==> src/rtl/exe_pkg.sv <==
// Shared definitions for the execute stage: ALU command encodings,
// NZCV bit positions inside the 4-bit status word, and FSM states.
package exe_pkg;

  localparam logic [3:0] CMD_MOV = 4'b0001;
  localparam logic [3:0] CMD_MVN = 4'b1001;
  localparam logic [3:0] CMD_ADD = 4'b0010;
  localparam logic [3:0] CMD_ADC = 4'b0011;
  localparam logic [3:0] CMD_SUB = 4'b0100;
  localparam logic [3:0] CMD_SBC = 4'b0101;
  localparam logic [3:0] CMD_AND = 4'b0110;
  localparam logic [3:0] CMD_ORR = 4'b0111;
  localparam logic [3:0] CMD_EOR = 4'b1000;
  localparam logic [3:0] CMD_MUL = 4'b1010;

  // Bit positions inside a status word laid out as {N, Z, C, V}.
  localparam int FLAG_N = 3;
  localparam int FLAG_Z = 2;
  localparam int FLAG_C = 1;
  localparam int FLAG_V = 0;

  typedef logic [0:0] state_t;
  localparam state_t ST_IDLE = 1'b0;
  localparam state_t ST_MUL  = 1'b1;

endpackage

==> src/rtl/exe_alu.sv <==
// Single-cycle combinational ALU. Add and subtract share one adder:
// subtraction feeds the inverted operand plus a carry-in, so the adder's
// carry-out is directly the ARM-style not-borrow.
module exe_alu
  import exe_pkg::*;
#(
  parameter int DATA_W = 32
) (
  input  logic [3:0]        cmd,
  input  logic [DATA_W-1:0] op_a,
  input  logic [DATA_W-1:0] op_b,
  input  logic              c_in,
  input  logic              v_in,
  output logic [DATA_W-1:0] result,
  output logic [3:0]        flags
);

  logic              arith;
  logic              carry_in;
  logic [DATA_W-1:0] b_eff;
  logic [DATA_W-1:0] logic_res;
  logic [DATA_W:0]   sum;

  // Decode the command, run the shared adder and derive NZCV.
  always_comb begin
    // NOTE: every signal gets a default before the case so no path leaves
    // it unassigned; a missing default would infer a latch.
    arith     = 1'b0;
    carry_in  = 1'b0;
    b_eff     = op_b;
    logic_res = op_b;
    unique case (cmd)
      CMD_MVN: logic_res = ~op_b;
      CMD_ADD: arith = 1'b1;
      CMD_ADC: begin arith = 1'b1; carry_in = c_in; end
      CMD_SUB: begin arith = 1'b1; b_eff = ~op_b; carry_in = 1'b1; end
      CMD_SBC: begin arith = 1'b1; b_eff = ~op_b; carry_in = c_in; end
      CMD_AND: logic_res = op_a & op_b;
      CMD_ORR: logic_res = op_a | op_b;
      CMD_EOR: logic_res = op_a ^ op_b;
      default: logic_res = op_b;  // MOV and every unassigned code
    endcase

    sum    = {1'b0, op_a} + {1'b0, b_eff} + {{DATA_W{1'b0}}, carry_in};
    result = arith ? sum[DATA_W-1:0] : logic_res;

    flags[FLAG_N] = result[DATA_W-1];
    flags[FLAG_Z] = (result == '0);
    flags[FLAG_C] = arith ? sum[DATA_W] : c_in;
    // Overflow: both adder inputs share a sign that the sum does not.
    flags[FLAG_V] = arith ? ((op_a[DATA_W-1] == b_eff[DATA_W-1]) &&
                             (sum[DATA_W-1] != op_a[DATA_W-1])) : v_in;
  end

endmodule

==> src/rtl/exe_stage_pipe.sv <==
// Execute pipeline stage: operand forwarding, single-cycle ALU ops, a
// bit-serial shift-add multiplier, and the EXE/MEM output register.
// MUL occupies the stage for DATA_W cycles while upstream is held via busy.
module exe_stage_pipe
  import exe_pkg::*;
#(
  parameter int DATA_W     = 32,
  parameter int REG_ADDR_W = 4,
  parameter int FWD_SRCS   = 2,
  parameter int SEL_W      = $clog2(FWD_SRCS + 1)
) (
  input  logic                       clk,
  input  logic                       rst,
  input  logic                       in_valid,
  input  logic                       flush,
  input  logic                       hold,
  input  logic                       wb_en_in,
  input  logic                       mem_r_en_in,
  input  logic                       mem_w_en_in,
  input  logic                       s_in,
  input  logic [3:0]                 exec_cmd,
  input  logic [DATA_W-1:0]          pc_in,
  input  logic [DATA_W-1:0]          val_1,
  input  logic [DATA_W-1:0]          val_2,
  input  logic [DATA_W-1:0]          val_r_m_in,
  input  logic [23:0]                signed_imm_24,
  input  logic [REG_ADDR_W-1:0]      dest_in,
  input  logic [3:0]                 status_in,
  input  logic [SEL_W-1:0]           sel_src1,
  input  logic [SEL_W-1:0]           sel_src2,
  input  logic [SEL_W-1:0]           sel_store,
  input  logic [FWD_SRCS*DATA_W-1:0] fwd_vals,
  output logic                       busy,
  output logic                       wb_en_out,
  output logic                       mem_r_en_out,
  output logic                       mem_w_en_out,
  output logic [DATA_W-1:0]          alu_res,
  output logic [DATA_W-1:0]          val_r_m_out,
  output logic [REG_ADDR_W-1:0]      dest_out,
  output logic [3:0]                 status_out,
  output logic                       status_wr,
  output logic [DATA_W-1:0]          branch_addr
);

  localparam int              CNT_W    = $clog2(DATA_W);
  localparam logic [CNT_W-1:0] CNT_LAST = CNT_W'(DATA_W - 1);

  // Select 0 and any select beyond the last source keep the local operand.
  function automatic logic [DATA_W-1:0] fwd_pick(
    input logic [SEL_W-1:0]           sel,
    input logic [DATA_W-1:0]          local_val,
    input logic [FWD_SRCS*DATA_W-1:0] fv
  );
    fwd_pick = local_val;
    for (int k = 1; k <= FWD_SRCS; k++) begin
      if (sel == SEL_W'(k)) fwd_pick = fv[(k-1)*DATA_W +: DATA_W];
    end
  endfunction

  logic [DATA_W-1:0] src1, src2, store_val;
  assign src1      = fwd_pick(sel_src1,  val_1,      fwd_vals);
  assign src2      = fwd_pick(sel_src2,  val_2,      fwd_vals);
  assign store_val = fwd_pick(sel_store, val_r_m_in, fwd_vals);

  logic [DATA_W-1:0] alu_result;
  logic [3:0]        alu_flags;

  exe_alu #(.DATA_W(DATA_W)) u_alu (
    .cmd    (exec_cmd),
    .op_a   (src1),
    .op_b   (src2),
    .c_in   (status_in[FLAG_C]),
    .v_in   (status_in[FLAG_V]),
    .result (alu_result),
    .flags  (alu_flags)
  );

  // Branch target: word offset, sign-extended, wraps modulo 2^DATA_W.
  logic [DATA_W-1:0] imm_ext;
  assign imm_ext     = {{(DATA_W-24){signed_imm_24[23]}}, signed_imm_24};
  assign branch_addr = pc_in + (imm_ext << 2);

  // FSM, multiplier datapath, latched MUL instruction and output register.
  state_t                state_q, state_d;
  logic [CNT_W-1:0]      cnt_q, cnt_d;
  logic [DATA_W-1:0]     mcand_q, mcand_d, mplier_q, mplier_d, prod_q, prod_d;
  logic                  lat_wb_q, lat_wb_d, lat_mr_q, lat_mr_d;
  logic                  lat_mw_q, lat_mw_d, lat_s_q, lat_s_d;
  logic [REG_ADDR_W-1:0] lat_dest_q, lat_dest_d;
  logic [DATA_W-1:0]     lat_store_q, lat_store_d;
  logic                  wb_q, wb_d, mr_q, mr_d, mw_q, mw_d;
  logic [DATA_W-1:0]     res_q, res_d, store_q, store_d;
  logic [REG_ADDR_W-1:0] dest_q, dest_d;

  logic              is_mul, accept, mul_last;
  logic [DATA_W-1:0] prod_next;

  assign is_mul    = (exec_cmd == CMD_MUL);
  assign accept    = (state_q == ST_IDLE) && in_valid && !flush && !hold;
  assign mul_last  = (state_q == ST_MUL) && (cnt_q == CNT_LAST);
  assign prod_next = prod_q + (mplier_q[0] ? mcand_q : '0);

  // Next-state logic: flush beats hold, hold freezes everything else.
  always_comb begin
    state_d     = state_q;
    cnt_d       = cnt_q;
    mcand_d     = mcand_q;
    mplier_d    = mplier_q;
    prod_d      = prod_q;
    lat_wb_d    = lat_wb_q;
    lat_mr_d    = lat_mr_q;
    lat_mw_d    = lat_mw_q;
    lat_s_d     = lat_s_q;
    lat_dest_d  = lat_dest_q;
    lat_store_d = lat_store_q;
    wb_d        = wb_q;
    mr_d        = mr_q;
    mw_d        = mw_q;
    res_d       = res_q;
    store_d     = store_q;
    dest_d      = dest_q;

    if (flush) begin
      state_d = ST_IDLE;
      cnt_d   = '0;
      wb_d    = 1'b0;
      mr_d    = 1'b0;
      mw_d    = 1'b0;
    end else if (!hold) begin
      // A bubble loads unless a result is written below.
      wb_d = 1'b0;
      mr_d = 1'b0;
      mw_d = 1'b0;
      if (state_q == ST_IDLE) begin
        if (in_valid && is_mul) begin
          state_d     = ST_MUL;
          cnt_d       = '0;
          mcand_d     = src1;
          mplier_d    = src2;
          prod_d      = '0;
          lat_wb_d    = wb_en_in;
          lat_mr_d    = mem_r_en_in;
          lat_mw_d    = mem_w_en_in;
          lat_s_d     = s_in;
          lat_dest_d  = dest_in;
          lat_store_d = store_val;
        end else if (in_valid) begin
          res_d   = alu_result;
          wb_d    = wb_en_in;
          mr_d    = mem_r_en_in;
          mw_d    = mem_w_en_in;
          dest_d  = dest_in;
          store_d = store_val;
        end
      end else begin
        prod_d   = prod_next;
        mcand_d  = mcand_q << 1;
        mplier_d = mplier_q >> 1;
        if (mul_last) begin
          state_d = ST_IDLE;
          cnt_d   = '0;
          res_d   = prod_next;
          wb_d    = lat_wb_q;
          mr_d    = lat_mr_q;
          mw_d    = lat_mw_q;
          dest_d  = lat_dest_q;
          store_d = lat_store_q;
        end else begin
          cnt_d = cnt_q + 1'b1;
        end
      end
    end
  end

  // State and pipeline registers.
  always_ff @(posedge clk or negedge rst) begin
    if (!rst) begin
      // NOTE: the multiplier and latched-instruction registers are cleared
      // too, so a reset mid-MUL leaves nothing behind to resurface later.
      state_q     <= ST_IDLE;
      cnt_q       <= '0;
      mcand_q     <= '0;
      mplier_q    <= '0;
      prod_q      <= '0;
      lat_wb_q    <= 1'b0;
      lat_mr_q    <= 1'b0;
      lat_mw_q    <= 1'b0;
      lat_s_q     <= 1'b0;
      lat_dest_q  <= '0;
      lat_store_q <= '0;
      wb_q        <= 1'b0;
      mr_q        <= 1'b0;
      mw_q        <= 1'b0;
      res_q       <= '0;
      store_q     <= '0;
      dest_q      <= '0;
    end else begin
      // NOTE: non-blocking assignments so every flop samples pre-edge values.
      state_q     <= state_d;
      cnt_q       <= cnt_d;
      mcand_q     <= mcand_d;
      mplier_q    <= mplier_d;
      prod_q      <= prod_d;
      lat_wb_q    <= lat_wb_d;
      lat_mr_q    <= lat_mr_d;
      lat_mw_q    <= lat_mw_d;
      lat_s_q     <= lat_s_d;
      lat_dest_q  <= lat_dest_d;
      lat_store_q <= lat_store_d;
      wb_q        <= wb_d;
      mr_q        <= mr_d;
      mw_q        <= mw_d;
      res_q       <= res_d;
      store_q     <= store_d;
      dest_q      <= dest_d;
    end
  end

  // Status word: ALU flags normally; MUL rewrites only N and Z.
  always_comb begin
    status_out = alu_flags;
    if (state_q == ST_MUL) begin
      status_out[FLAG_N] = prod_next[DATA_W-1];
      status_out[FLAG_Z] = (prod_next == '0);
      status_out[FLAG_C] = status_in[FLAG_C];
      status_out[FLAG_V] = status_in[FLAG_V];
    end
  end

  // Incoming N and Z are always recomputed, never passed through.
  logic unused_nz;
  assign unused_nz = ^{status_in[FLAG_N], status_in[FLAG_Z]};

  assign busy      = rst && (hold || (accept && is_mul) ||
                             ((state_q == ST_MUL) && !mul_last));
  assign status_wr = rst && !hold && !flush &&
                     ((accept && !is_mul && s_in) || (mul_last && lat_s_q));

  assign wb_en_out    = wb_q;
  assign mem_r_en_out = mr_q;
  assign mem_w_en_out = mw_q;
  assign alu_res      = res_q;
  assign val_r_m_out  = store_q;
  assign dest_out     = dest_q;

endmodule

==> config.mk <==
export PLATFORM = sky130hd
export DESIGN_NAME = exe_stage_pipe
export DESIGN_NICKNAME = d
export VERILOG_FILES = /design/src/rtl/exe_pkg.sv /design/src/rtl/exe_alu.sv /design/src/rtl/exe_stage_pipe.sv
export SDC_FILE = /design/constraint.sdc
export NUM_CORES = 1
export LEC_CHECK = 0
export ABC_AREA = 1
export BUFFER_PORTS_ARGS = -buffer_cell sky130_fd_sc_hd__buf_2
export CORE_UTILIZATION = 50
export DETAILED_ROUTE_END_ITERATION = 6
export GPL_TIMING_DRIVEN = 1
export PLACE_DENSITY = 0.85
export SYNTH_ARGS = -nofsm -noshare
export SYNTH_HDL_FRONTEND = slang
export SYNTH_SLANG_ARGS = --single-unit
==> constraint.sdc <==
create_clock -name clk -period 3.87 [get_ports clk]
set_clock_uncertainty 0.05 [all_clocks]
set_input_delay 0.5805 -clock clk [delete_from_list [all_inputs] [get_ports clk]]
set_output_delay 0.5805 -clock clk [all_outputs]
set_load 0.02 [all_outputs]
### Word level (Yosys, flattened, before mapping)

Cells that the tools add are included.

* bits in registers: 213
* word-level logic and storage cells: 145

* add/subtract/negate cells: 5
* eq/ne operators: 21
* multiplexer cells: 61
* bitwise logic cells: 7
* reduce and logical (&&, ||, !) cells: 34

Operator list (number)
* $mux 32: 23
* $pmux 32 s4: 1
* $add 32x32->32: 2
* $logic_not 32->1: 2
* $add 32x32->33: 1
* $add 33x1->33: 1
* $and 32x32->32: 1
* $not 32->32: 1
* $or 32x32->32: 1
* $xor 32x32->32: 1
* $mux 1: 26
* $mux 5: 5
* $mux 4: 5
* $eq 4x3->1 const B: 4
* $logic_and 1x1->1: 15
* $eq 4x4->1 const B: 3
* $eq 4x2->1 const B: 2
* $eq 2x1->1 const B: 3
* $eq 2x2->1 const B: 3
* $add 5x1->5 const B: 1
* $eq 5x5->1 const B: 1
* $reduce_and 5->1: 1
* $logic_not 1->1: 4
* $ne 2x2->1 const B: 2
* 13 further kinds: 19

### Depth between registers and ports, before layout

Gate-level depths: netlist (run 1).

* depth in word-level cells: 11
* mapped depth: 27
* mapped depth without buffers: 26

### Hierarchy

A second synthesis (run 1) with hierarchy kept.

* cell total of the unflattened synthesis: 3419
* area, all modules: 21075.2 um2

By module, submodules not included
* exe_stage_pipe: instances 1, cells an instance 2342, area each 15479.8 um2, seq. area each 5330.1 um2
* exe_alu: instances 1, cells an instance 1077, area each 5595.4 um2, seq. area each 0.0 um2

### Least setup slack after synthesis (run 1)

OpenSTA, ideal clock, no wires.

* path kind: input port to output port
* start: input port sel_src1[0]
* end: output port status_out[2]
* data arrival time: 3.435 ns
* data required time: 3.239 ns
* path slack: -0.196 ns
* stages: 24
* path through: inv_1 -> nor2_2 -> inv_2 -> clkbuf_1 -> nand2_1 -> nand3_1 -> o21ai_0 -> fa_1 -> fa_1 -> inv_1 -> nand3_1 -> nand3_1 -> nand2_1 -> nand3_1 -> nand2_1 -> nand2_1 -> xor2_1 -> nand2_1 -> nand2_1 -> nor2_1 -> nand2_1 -> nor2_1 -> nand2_1 -> nand2_1

* longest elaborated chain between the ends: 8
* elaborated cells on any way between the ends: 13

Ends and longest elaborated chain
* start: declaration: line exe_stage_pipe.sv:29 `input logic [SEL_W-1:0] sel_src1,`
* $eq 2x1->1: line exe_stage_pipe.sv:56 `if (sel == SEL_W'(k)) fwd_pick = fv[(k-1)*DATA_W +: DATA_W];`
* $mux 32: line exe_stage_pipe.sv:56
* $mux 32 *: line exe_stage_pipe.sv:56
* $add 32x32->33 (tied with other cells): line exe_alu.sv:44 `sum = {1'b0, op_a} + {1'b0, b_eff} + {{DATA_W{1'b0}}, carry_in};`
* $add 33x1->33 or $pmux 32 s4 (tied branches): line exe_alu.sv:44, exe_alu.sv:32
* $mux 32 *: line exe_alu.sv:45 `result = arith ? sum[DATA_W-1:0] : logic_res;`
* $logic_not 32->1 *: line exe_alu.sv:48 `flags[FLAG_Z] = (result == '0);`
* $mux 4 *: line exe_stage_pipe.sv:222 `if (state_q == ST_MUL) begin`
* end: declaration: line exe_stage_pipe.sv:40 `output logic [3:0] status_out,`

Mark *: on every way between the ends. The rest lies on a longest branch, timed or not.

### Worst setup path after layout (run 1)

* start: input port sel_src2[1]
* end: output port status_out[2]

* longest elaborated chain between the ends: 10
* elaborated cells on any way between the ends: 15

Ends and longest elaborated chain
* start: declaration: line exe_stage_pipe.sv:30 `input logic [SEL_W-1:0] sel_src2,`
* $eq 2x1->1: line exe_stage_pipe.sv:56
* $mux 32: line exe_stage_pipe.sv:56
* $mux 32 *: line exe_stage_pipe.sv:56
* $not 32->32: line exe_alu.sv:33, exe_alu.sv:36, exe_alu.sv:37
* $mux 32
* $add 32x32->33: line exe_alu.sv:44
* $add 33x1->33: line exe_alu.sv:44
* $mux 32 *: line exe_alu.sv:45
* $logic_not 32->1 *: line exe_alu.sv:48
* $mux 4 *: line exe_stage_pipe.sv:222

Marks and branches as above.

==> impl_metrics.xml, run 1 <==
<?xml version="1.0" encoding="UTF-8"?>
<metrics>
  <group name="power">
    <metric name="power_switching" unit="mW">4.09</metric>
    <metric name="share_clk_of_total_power" unit="%">24.3</metric>
    <metric name="irDropWorstVdd" unit="mV">0.317</metric>
    <metric name="seqPwrFrac" unit="%">29.2</metric>
    <metric name="swShare" unit="%">40.8</metric>
    <metric name="internal_power" unit="mW">5.92</metric>
    <metric name="leak" unit="nW">14.6</metric>
    <metric name="powerDensity" unit="mW/mm^2">374</metric>
    <metric name="power.combinational.fraction" unit="%">46.5</metric>
  </group>
  <group name="placement">
    <metric name="postPlaceCellArea" unit="sq mm">0.0249</metric>
    <metric name="port_buffers" unit="">345</metric>
    <metric name="globalplace.congestion" unit="">1.05</metric>
    <metric name="numPlacedInstances" unit="">4335</metric>
    <metric name="post-dp-hpwl" unit="mm">61.0</metric>
  </group>
  <group name="cts">
    <metric name="clock_tree.htree_level_count" unit="">1</metric>
    <metric name="cts_buffers" unit="">25</metric>
    <metric name="ctsRootBufferMaster" unit="">sky130_fd_sc_hd__clkbuf_16</metric>
    <metric name="clk-insertion-delay-late" unit="ns">0.57</metric>
    <metric name="cts-root-to-sink-buffers" unit="">3</metric>
    <metric name="clk_transition_reported_paths" unit="ns">0.06</metric>
    <metric name="tritoncts_clock_tree" unit="">done</metric>
    <metric name="cts.sinks" unit="">213</metric>
  </group>
  <group name="worst_setup_path">
    <metric name="critical_path.max_fanout" unit="">8</metric>
    <metric name="worstPathRequired" unit="ns">3.24</metric>
    <metric name="path_class" unit="">in -&gt; out</metric>
    <metric name="end_kind" unit="">output port</metric>
    <metric name="crit_path_start" unit="">sel_src2[1]</metric>
    <metric name="worstReg2RegStart" unit="">mplier_q[0]$_DFFE_PN0P_</metric>
    <metric name="timing.critical_path.arrival" unit="ns">3.77</metric>
    <metric name="critical_path_startpoint_category" unit="">primary input</metric>
  </group>
  <group name="hold_path">
    <metric name="hold_path.class" unit="">in -&gt; reg</metric>
    <metric name="timing.hold.worst.start" unit="">s_in</metric>
  </group>
  <group name="floorplanning">
    <metric name="die_width" unit="um">205</metric>
    <metric name="dieArea" unit="sq mm">0.0419</metric>
    <metric name="core_region_area" unit="sq mm">0.0401</metric>
    <metric name="placement_rows" unit="">73</metric>
    <metric name="floorplan.initialDensity" unit="%">51.2</metric>
    <metric name="dieHeight" unit="um">205</metric>
    <metric name="pin_count" unit="">352</metric>
  </group>
  <group name="route">
    <metric name="drt_iter0_drc" unit="">2308</metric>
    <metric name="drtPass1Iterations" unit="">7</metric>
    <metric name="detail_route.wl_per_cell" unit="um">17.6</metric>
    <metric name="route.detailed.drc" unit="">3</metric>
    <metric name="antenna_left" unit="">0</metric>
    <metric name="route.detailed.vias_per_inst" unit="">5.56</metric>
    <metric name="route.vias.total" unit="">24600</metric>
    <metric name="drt_wl_total" unit="mm">77.8</metric>
  </group>
  <group name="synth">
    <metric name="synth_fp_nets" unit="">3686</metric>
    <metric name="yosysWarningCount" unit="">0</metric>
    <metric name="synth_enable_flop_cells" unit="">0</metric>
    <metric name="synth_cell_type_count" unit="">51</metric>
    <metric name="seq_area_frac_synth" unit="%">25.9</metric>
    <metric name="post_synth_inst_count" unit="">3282</metric>
    <metric name="netlist_area" unit="sq mm">0.0205</metric>
    <metric name="synth_ff_type" unit="">sky130_fd_sc_hd__dfrtp_1</metric>
    <metric name="ys_seq_elements" unit="">213</metric>
    <metric name="async_flop_share" unit="%">100</metric>
    <metric name="postSynthAreaPerCell" unit="sq um">6.26</metric>
  </group>
  <group name="global_routing">
    <metric name="pin_count_of_the_biggest_net_entering_global_routing" unit="">161</metric>
    <metric name="globalRouteOverflowTotal" unit="">0</metric>
    <metric name="initial_antenna_violation_count" unit="">3</metric>
    <metric name="via_count_of_the_first_global_routing_pass" unit="">23100</metric>
    <metric name="grt_usage" unit="%">36.4</metric>
    <metric name="grt_pass1_wl" unit="mm">121</metric>
  </group>
  <group name="cells_and_area">
    <metric name="fillers" unit="">3593</metric>
    <metric name="drive_gt1_share" unit="%">24.4</metric>
    <metric name="utilization" unit="%">66.8</metric>
    <metric name="design.final.nets" unit="">4277</metric>
    <metric name="synthToLayoutAreaGrowth" unit="%">30.4</metric>
    <metric name="layout_common_cells" unit="">sky130_fd_sc_hd__nand2_1 (1,078), sky130_fd_sc_hd__inv_1 (358), sky130_fd_sc_hd__buf_2 (338)</metric>
    <metric name="finalInstanceArea" unit="sq mm">0.0268</metric>
    <metric name="mostFrequentLayoutCell" unit="">sky130_fd_sc_hd__nand2_1</metric>
    <metric name="finish.cell_count_without_fillers" unit="">4421</metric>
  </group>
  <group name="sta">
    <metric name="timing.final.max_slew_violations" unit="">0</metric>
    <metric name="rsz0062_at_grt" unit="">true</metric>
    <metric name="setup_violations" unit="">4</metric>
    <metric name="tightestPinTransition" unit="ns">1.09</metric>
    <metric name="layout_min_cycle_time" unit="ns">4.40</metric>
    <metric name="timing_hold_violations_final" unit="">0</metric>
    <metric name="hold-worst-slack" unit="ns">0.226</metric>
    <metric name="timing.fmax" unit="GHz">0.227</metric>
    <metric name="min_period_over_period" unit="%">114</metric>
    <metric name="headroom_to_the_max_slew_limit" unit="%">27.1</metric>
    <metric name="setup_ws" unit="ns">-0.528</metric>
  </group>
  <group name="status">
    <metric name="status" unit="">finished, violations left</metric>
    <metric name="violations" unit="">DRC, setup timing</metric>
  </group>
  <group name="flow_run">
    <metric name="drv_cap" unit="">0</metric>
  </group>
</metrics>
[final timing paths]
check | endpoint | slack [ns] | cells after the start
worst max-delay path | status_out[2] | -0.53 | 24
worst min-delay path | lat_s_q$_DFFE_PN0P_ | 0.23 | 2
worst max register to register | alu_res[23]$_DFFE_PN0P_ | 0.76 | 15
worst min register to register | val_r_m_out[22]$_DFFE_PN0P_ | 0.42 | 2
max in group asynchronous | val_r_m_out[22]$_DFFE_PN0P_ | 1.97 | 3
min in group asynchronous | mem_r_en_out$_DFFE_PN0P_ | 0.50 | 2
[metal layers]
| metal | GRT usage, % | part of all wire [%] |
|---|---|---|
| met4 | 17.4 | 5.2 |
| met3 | 4.90 | 8.8 |
| met2 | 59.3 | 46 |
| met5 | 0 | 0 |
| met1 | 47.4 | 40 |
[metrics by stage]
step	total power, mW	setup WS, ns	TNS (ns)
floorplan	5.35	0.00864	0
global placement	7.11	-0.687	-2.18
detailed placement	7.17	-0.687	-2.36
CTS	9.73	-0.418	-1.22
global route	10.6	-0.700	-1.99
finish	10.0	-0.528	-1.36
[synth_stat cells (7+ instances only)]
cell                          n  share of area (%)
sky130_fd_sc_hd__buf_4       10               0.37
sky130_fd_sc_hd__dfrtp_1    213                 26
sky130_fd_sc_hd__o21a_1      12               0.44
sky130_fd_sc_hd__nand4_1     27               0.82
sky130_fd_sc_hd__xor2_1      61                2.6
sky130_fd_sc_hd__buf_6       10               0.55
sky130_fd_sc_hd__inv_1      364                6.7
sky130_fd_sc_hd__a21oi_1    265                6.5
sky130_fd_sc_hd__a31oi_1     24               0.73
sky130_fd_sc_hd__buf_1        7               0.13
sky130_fd_sc_hd__o21ai_0    238                5.8
sky130_fd_sc_hd__clkbuf_1    87                1.6
sky130_fd_sc_hd__xnor2_1     19               0.81
sky130_fd_sc_hd__o211ai_1    58                2.1
sky130_fd_sc_hd__nand2_1   1116                 20
sky130_fd_sc_hd__or2_2       11               0.34
sky130_fd_sc_hd__inv_2        9               0.16
sky130_fd_sc_hd__a21oi_2     18               0.77
sky130_fd_sc_hd__nand3b_1    11               0.40
sky130_fd_sc_hd__nor3_1      15               0.37
sky130_fd_sc_hd__buf_2       22               0.54
sky130_fd_sc_hd__nor2_1     296                5.4
sky130_fd_sc_hd__o21ai_1     18               0.44
sky130_fd_sc_hd__o21bai_1     9               0.33
sky130_fd_sc_hd__nand3_1    142                3.5
sky130_fd_sc_hd__ha_1       157                9.6
[layout make-up]
class,count,area [sq um],area share [%]
multi-input cells,2558,13900,51.8
flip-flops and latches,213,5330,19.9
repair buffers,700,4660,17.4
inverters,375,1420,5.30
clock buffers,37,711,2.65
well taps,525,657,2.45
clock inverters,9,109,0.407
diodes,4,10.0,0.0374
[worst max-delay path: stages]
cell                         delay, ns
sky130_fd_sc_hd__buf_8            0.08
sky130_fd_sc_hd__clkinvlp_4       0.14
sky130_fd_sc_hd__nor2_4           0.18
sky130_fd_sc_hd__inv_6            0.09
sky130_fd_sc_hd__buf_6            0.16
sky130_fd_sc_hd__a21oi_4          0.21
sky130_fd_sc_hd__xor2_1           0.19
sky130_fd_sc_hd__ha_2             0.35
sky130_fd_sc_hd__nand2_1          0.10
sky130_fd_sc_hd__nand2_1          0.07
sky130_fd_sc_hd__o21ai_0          0.21
sky130_fd_sc_hd__nand2_1          0.16
sky130_fd_sc_hd__nand2_1          0.11
sky130_fd_sc_hd__nand3_1          0.08
sky130_fd_sc_hd__nand2_1          0.06
sky130_fd_sc_hd__nand2_1          0.09
sky130_fd_sc_hd__a21oi_2          0.20
sky130_fd_sc_hd__nand2_1          0.08
sky130_fd_sc_hd__nor2_1           0.10
sky130_fd_sc_hd__nand2_1          0.08
sky130_fd_sc_hd__nor2_2           0.10
sky130_fd_sc_hd__nand2_2          0.10
sky130_fd_sc_hd__nand2_2          0.09
sky130_fd_sc_hd__buf_6            0.11
[power groups by stage]
stage                     Combinational (mW)  Sequential, mW  Clock, mW
after floorplan                         2.29            3.07          0
after global placement                  4.17            2.93          0
after detailed placement                4.22            2.95          0
after CTS                               4.37            2.91       2.45
after global routing                    5.08            2.97       2.54
final                                   4.66            2.92       2.43
[registers in the layout, summed over array words and instances (netlist names)]
register / cells
prod_q: 32
lat_s_q: 1
wb_en_out: 1
dest_out: 4
lat_wb_q: 1
lat_mw_q: 1
lat_mr_q: 1
state_q: 1
mplier_q: 32
cnt_q: 5
mem_w_en_out: 1
mem_r_en_out: 1
lat_store_q: 32
val_r_m_out: 32
lat_dest_q: 4
alu_res: 32
mcand_q: 32
[what timing repair did]
action / CTS / global route
gates cloned: 0 / 1
hold endpoints to repair: 53 / 0
pin swaps: 36 / 39
hold buffers: 1 / 0
endpoints found under the setup margin: 4 / 4
gates resized for setup: 87 / 116
setup buffers: 16 / 18
[kinds of logic after synthesis]
logic type,count (synthesis),synth area share [%]
AOI/OAI and AO/OA,674,18.5
xor gates and xnor gates,80,3.41
adders and majority gates,161,9.95
buffers and inverters,511,10.0
DFF,213,25.9
muxes,5,0.274
and+or+nand+nor,1638,31.9
Note: power is estimated with default switching activity, not from simulation.
==> run 2, diff against run 1 <==
--- a/config.mk
+++ b/config.mk
@@ -10,7 +10,7 @@
 export CORE_UTILIZATION = 50
 export DETAILED_ROUTE_END_ITERATION = 6
 export GPL_TIMING_DRIVEN = 1
-export PLACE_DENSITY = 0.85
+export PLACE_DENSITY = 0.81
 export SYNTH_ARGS = -nofsm -noshare
 export SYNTH_HDL_FRONTEND = slang
 export SYNTH_SLANG_ARGS = --single-unit
==> run 2 against run 1 <==
Maximum frequency is 1.3% lower; sequential cell count unchanged; worst hold slack lost 0.24 ns; design area is 0.14% lower; the flow finishes with violations (hold timing, setup timing); worst setup slack lost 0.060 ns; largest cell class unchanged; critical path depth up 1; via count about the same.
==> impl_metrics.xml, run 2 (synthesis results as in run 1) <==
<?xml version="1.0" encoding="UTF-8"?>
<metrics>
  <group name="status">
    <metric name="status" unit="">finished, violations left</metric>
    <metric name="violations" unit="">hold timing, setup timing</metric>
  </group>
  <group name="global_routing">
    <metric name="global_route.usage.met2" unit="%">59.5</metric>
    <metric name="grt_usage" unit="%">36.5</metric>
    <metric name="grt_pass1_wl" unit="mm">121</metric>
    <metric name="initial_antenna_violation_count" unit="">5</metric>
    <metric name="grt.busiest_layer" unit="">met2</metric>
    <metric name="pin_count_of_the_biggest_net_entering_global_routing" unit="">135</metric>
    <metric name="via_count_of_the_first_global_routing_pass" unit="">23000</metric>
    <metric name="globalRouteMet3Util" unit="%">4.37</metric>
    <metric name="grtUsageMet1" unit="%">47.8</metric>
    <metric name="globalRouteOverflowTotal" unit="">0</metric>
  </group>
  <group name="placement">
    <metric name="dp_worst_setup_slack" unit="ns">-0.681</metric>
    <metric name="postPlaceCellArea" unit="sq mm">0.0251</metric>
    <metric name="port_buffers" unit="">345</metric>
    <metric name="globalplace.congestion" unit="">1.04</metric>
    <metric name="post-dp-hpwl" unit="mm">60.2</metric>
  </group>
  <group name="cells_and_area">
    <metric name="layout_common_cells" unit="">sky130_fd_sc_hd__nand2_1 (1,079), sky130_fd_sc_hd__inv_1 (361), sky130_fd_sc_hd__buf_2 (338)</metric>
    <metric name="mostFrequentLayoutCell" unit="">sky130_fd_sc_hd__nand2_1</metric>
    <metric name="finalInstanceArea" unit="sq mm">0.0267</metric>
    <metric name="fillers" unit="">3675</metric>
    <metric name="multi_input_area" unit="sq mm">0.0137</metric>
    <metric name="final-seq-area" unit="sq mm">0.00533</metric>
    <metric name="design.final.nets" unit="">4282</metric>
    <metric name="drive_gt1_share" unit="%">23.8</metric>
    <metric name="utilization" unit="%">66.7</metric>
    <metric name="synthToLayoutAreaGrowth" unit="%">30.2</metric>
  </group>
  <group name="worst_setup_path">
    <metric name="critical_path.max_fanout" unit="">7</metric>
    <metric name="crit_path_start" unit="">sel_src2[1]</metric>
    <metric name="timing.critical_path.buf_inv" unit="">7</metric>
    <metric name="regToRegSetupSlack" unit="ns">0.85</metric>
    <metric name="timing.critical_path.arrival" unit="ns">3.83</metric>
    <metric name="critical-path-top-delay-family" unit="">simple AND/OR/NAND/NOR gates</metric>
    <metric name="path_class" unit="">in -&gt; out</metric>
    <metric name="max_stage_delay" unit="ns">0.33</metric>
    <metric name="worstReg2RegStart" unit="">mplier_q[0]$_DFFE_PN0P_</metric>
    <metric name="cpMostUsedCell" unit="">sky130_fd_sc_hd__nand2_1</metric>
    <metric name="cpMaxStageDelayCell" unit="">sky130_fd_sc_hd__a21oi_2</metric>
    <metric name="worstPathRequired" unit="ns">3.24</metric>
    <metric name="end_kind" unit="">output port</metric>
    <metric name="critical_path.endpoint" unit="">status_out[2]</metric>
    <metric name="crit-reg2reg-capture" unit="">prod_q[22]$_DFFE_PN0P_</metric>
    <metric name="critical_path_startpoint_category" unit="">primary input</metric>
    <metric name="cp.depth" unit="">25</metric>
    <metric name="r2r_cells" unit="">13</metric>
  </group>
  <group name="sta">
    <metric name="hold-worst-slack" unit="ns">-0.0163</metric>
    <metric name="timing.fmax" unit="GHz">0.224</metric>
    <metric name="headroom_to_the_max_slew_limit" unit="%">28.9</metric>
    <metric name="setup_ws" unit="ns">-0.588</metric>
    <metric name="timing.final.max_slew_violations" unit="">0</metric>
    <metric name="tightestPinTransition" unit="ns">1.07</metric>
    <metric name="timing_hold_violations_final" unit="">12</metric>
    <metric name="layout_min_cycle_time" unit="ns">4.46</metric>
    <metric name="rsz0062_at_grt" unit="">true</metric>
    <metric name="min_period_over_period" unit="%">115</metric>
    <metric name="setup_violations" unit="">4</metric>
  </group>
  <group name="route">
    <metric name="drt_wl_total" unit="mm">77.5</metric>
    <metric name="route.vias.total" unit="">24600</metric>
    <metric name="drt_iter0_drc" unit="">2293</metric>
    <metric name="detail_route.wl_per_cell" unit="um">17.5</metric>
    <metric name="antenna_left" unit="">0</metric>
    <metric name="route.detailed.drc" unit="">0</metric>
    <metric name="drtPass1Iterations" unit="">6</metric>
    <metric name="route.detailed.vias_per_inst" unit="">5.56</metric>
  </group>
  <group name="cts">
    <metric name="cts_buffers" unit="">25</metric>
    <metric name="total_of_hold_buffers_inserted_after_clock_tree_synthesis" unit="">0</metric>
    <metric name="cts.sinks" unit="">213</metric>
    <metric name="tritoncts_clock_tree" unit="">done</metric>
    <metric name="clock_tree.htree_level_count" unit="">1</metric>
    <metric name="clk-insertion-delay-late" unit="ns">0.55</metric>
    <metric name="clk_transition_reported_paths" unit="ns">0.06</metric>
    <metric name="cts-root-to-sink-buffers" unit="">3</metric>
    <metric name="ctsRootBufferMaster" unit="">sky130_fd_sc_hd__clkbuf_16</metric>
  </group>
  <group name="floorplanning">
    <metric name="core_region_area" unit="sq mm">0.0401</metric>
    <metric name="pin_count" unit="">352</metric>
    <metric name="die_width" unit="um">205</metric>
    <metric name="floorplan.initialDensity" unit="%">51.2</metric>
    <metric name="dieHeight" unit="um">205</metric>
    <metric name="dieArea" unit="sq mm">0.0419</metric>
    <metric name="placement_rows" unit="">73</metric>
  </group>
  <group name="power">
    <metric name="leak" unit="nW">14.6</metric>
    <metric name="powerDensity" unit="mW/mm^2">376</metric>
    <metric name="irDropWorstVdd" unit="mV">0.297</metric>
  </group>
  <group name="flow_run">
    <metric name="drv_cap" unit="">0</metric>
  </group>
  <group name="hold_path">
    <metric name="hold_path.class" unit="">in -&gt; async</metric>
  </group>
</metrics>
==> run 2: cell count changes in the layout (fill, tap and decap cells not counted), moves of 5 or more <==
cell / before / now
sky130_fd_sc_hd__ha_1: 139 / 151
sky130_fd_sc_hd__o21ai_2: 12 / 6
sky130_fd_sc_hd__ha_4: 12 / 4
sky130_fd_sc_hd__o21ai_0: 218 / 234
sky130_fd_sc_hd__nand3_1: 129 / 134
sky130_fd_sc_hd__o21ai_1: 30 / 20
==> run 2: timing repair <==
| action | 4_1_cts | 5_1_grt |
|---|---|---|
| gates cloned | 3 | 0 |
| pin swaps | 46 | 9 |
| endpoints found under the setup margin | 4 | 4 |
| gates resized for setup | 110 | 42 |
| buffers inserted | 18 | 3 |
==> run 2: cell type report <==
| type | count | area share (%) |
|---|---|---|
| diodes | 4 | 0.0374 |
| clock buffers | 35 | 2.63 |
| clock inverters | 10 | 0.618 |
| inverters | 375 | 5.33 |
| multi-input cells | 2558 | 51.2 |
| flip-flops and latches | 213 | 19.9 |
| well taps | 525 | 2.46 |
| repair buffers | 703 | 17.7 |
| repair inverters | 2 | 0.0561 |
==> run 2: worst min-delay path by stage <==
stage	from	to	slack [ns]	cells past startpoint
3_5_place_dp	val_r_m_out[14]$_DFFE_PN0P_	val_r_m_out[14]$_DFFE_PN0P_	0.41	2
6_report	rst	alu_res[7]$_DFFE_PN0P_	-0.02	1
2_1_floorplan	rst	alu_res[0]$_DFFE_PN0P_	0.23	0
3_3_place_gp	val_r_m_out[20]$_DFFE_PN0P_	val_r_m_out[20]$_DFFE_PN0P_	0.41	2
5_1_grt	rst	alu_res[7]$_DFFE_PN0P_	0.03	1
4_1_cts	rst	alu_res[7]$_DFFE_PN0P_	0.002	1
==> run 2: metrics by stage <==
step | cells | total power, mW | setup TNS (ns) | hold WS, ns
global placement | 4352 | 7.13 | -1.88 | 0.407
finish | 4425 | 10.0 | -1.51 | -0.0163
global route | 4425 | 10.6 | -2.04 | 0.0262
floorplan | 3282 | 5.35 | 0 | 0.235
CTS | 4418 | 9.91 | -1.09 | 0.00156
detailed placement | 4352 | 7.20 | -1.90 | 0.410
==> run 2: routing by layer <==
metal  routed length, um  vias to the layer above
met5                   0                        -
met2               35400                     1212
met1               31800                    11400
met4                4010                        0
li1                    -                    11800
met3                6360                      244
==> run 2: where the power goes <==
group          internal, mW  switching, mW
Sequential             2.64          0.282
Clock                  1.53          0.988
Combinational          1.84           2.77
Total                  6.01           4.04
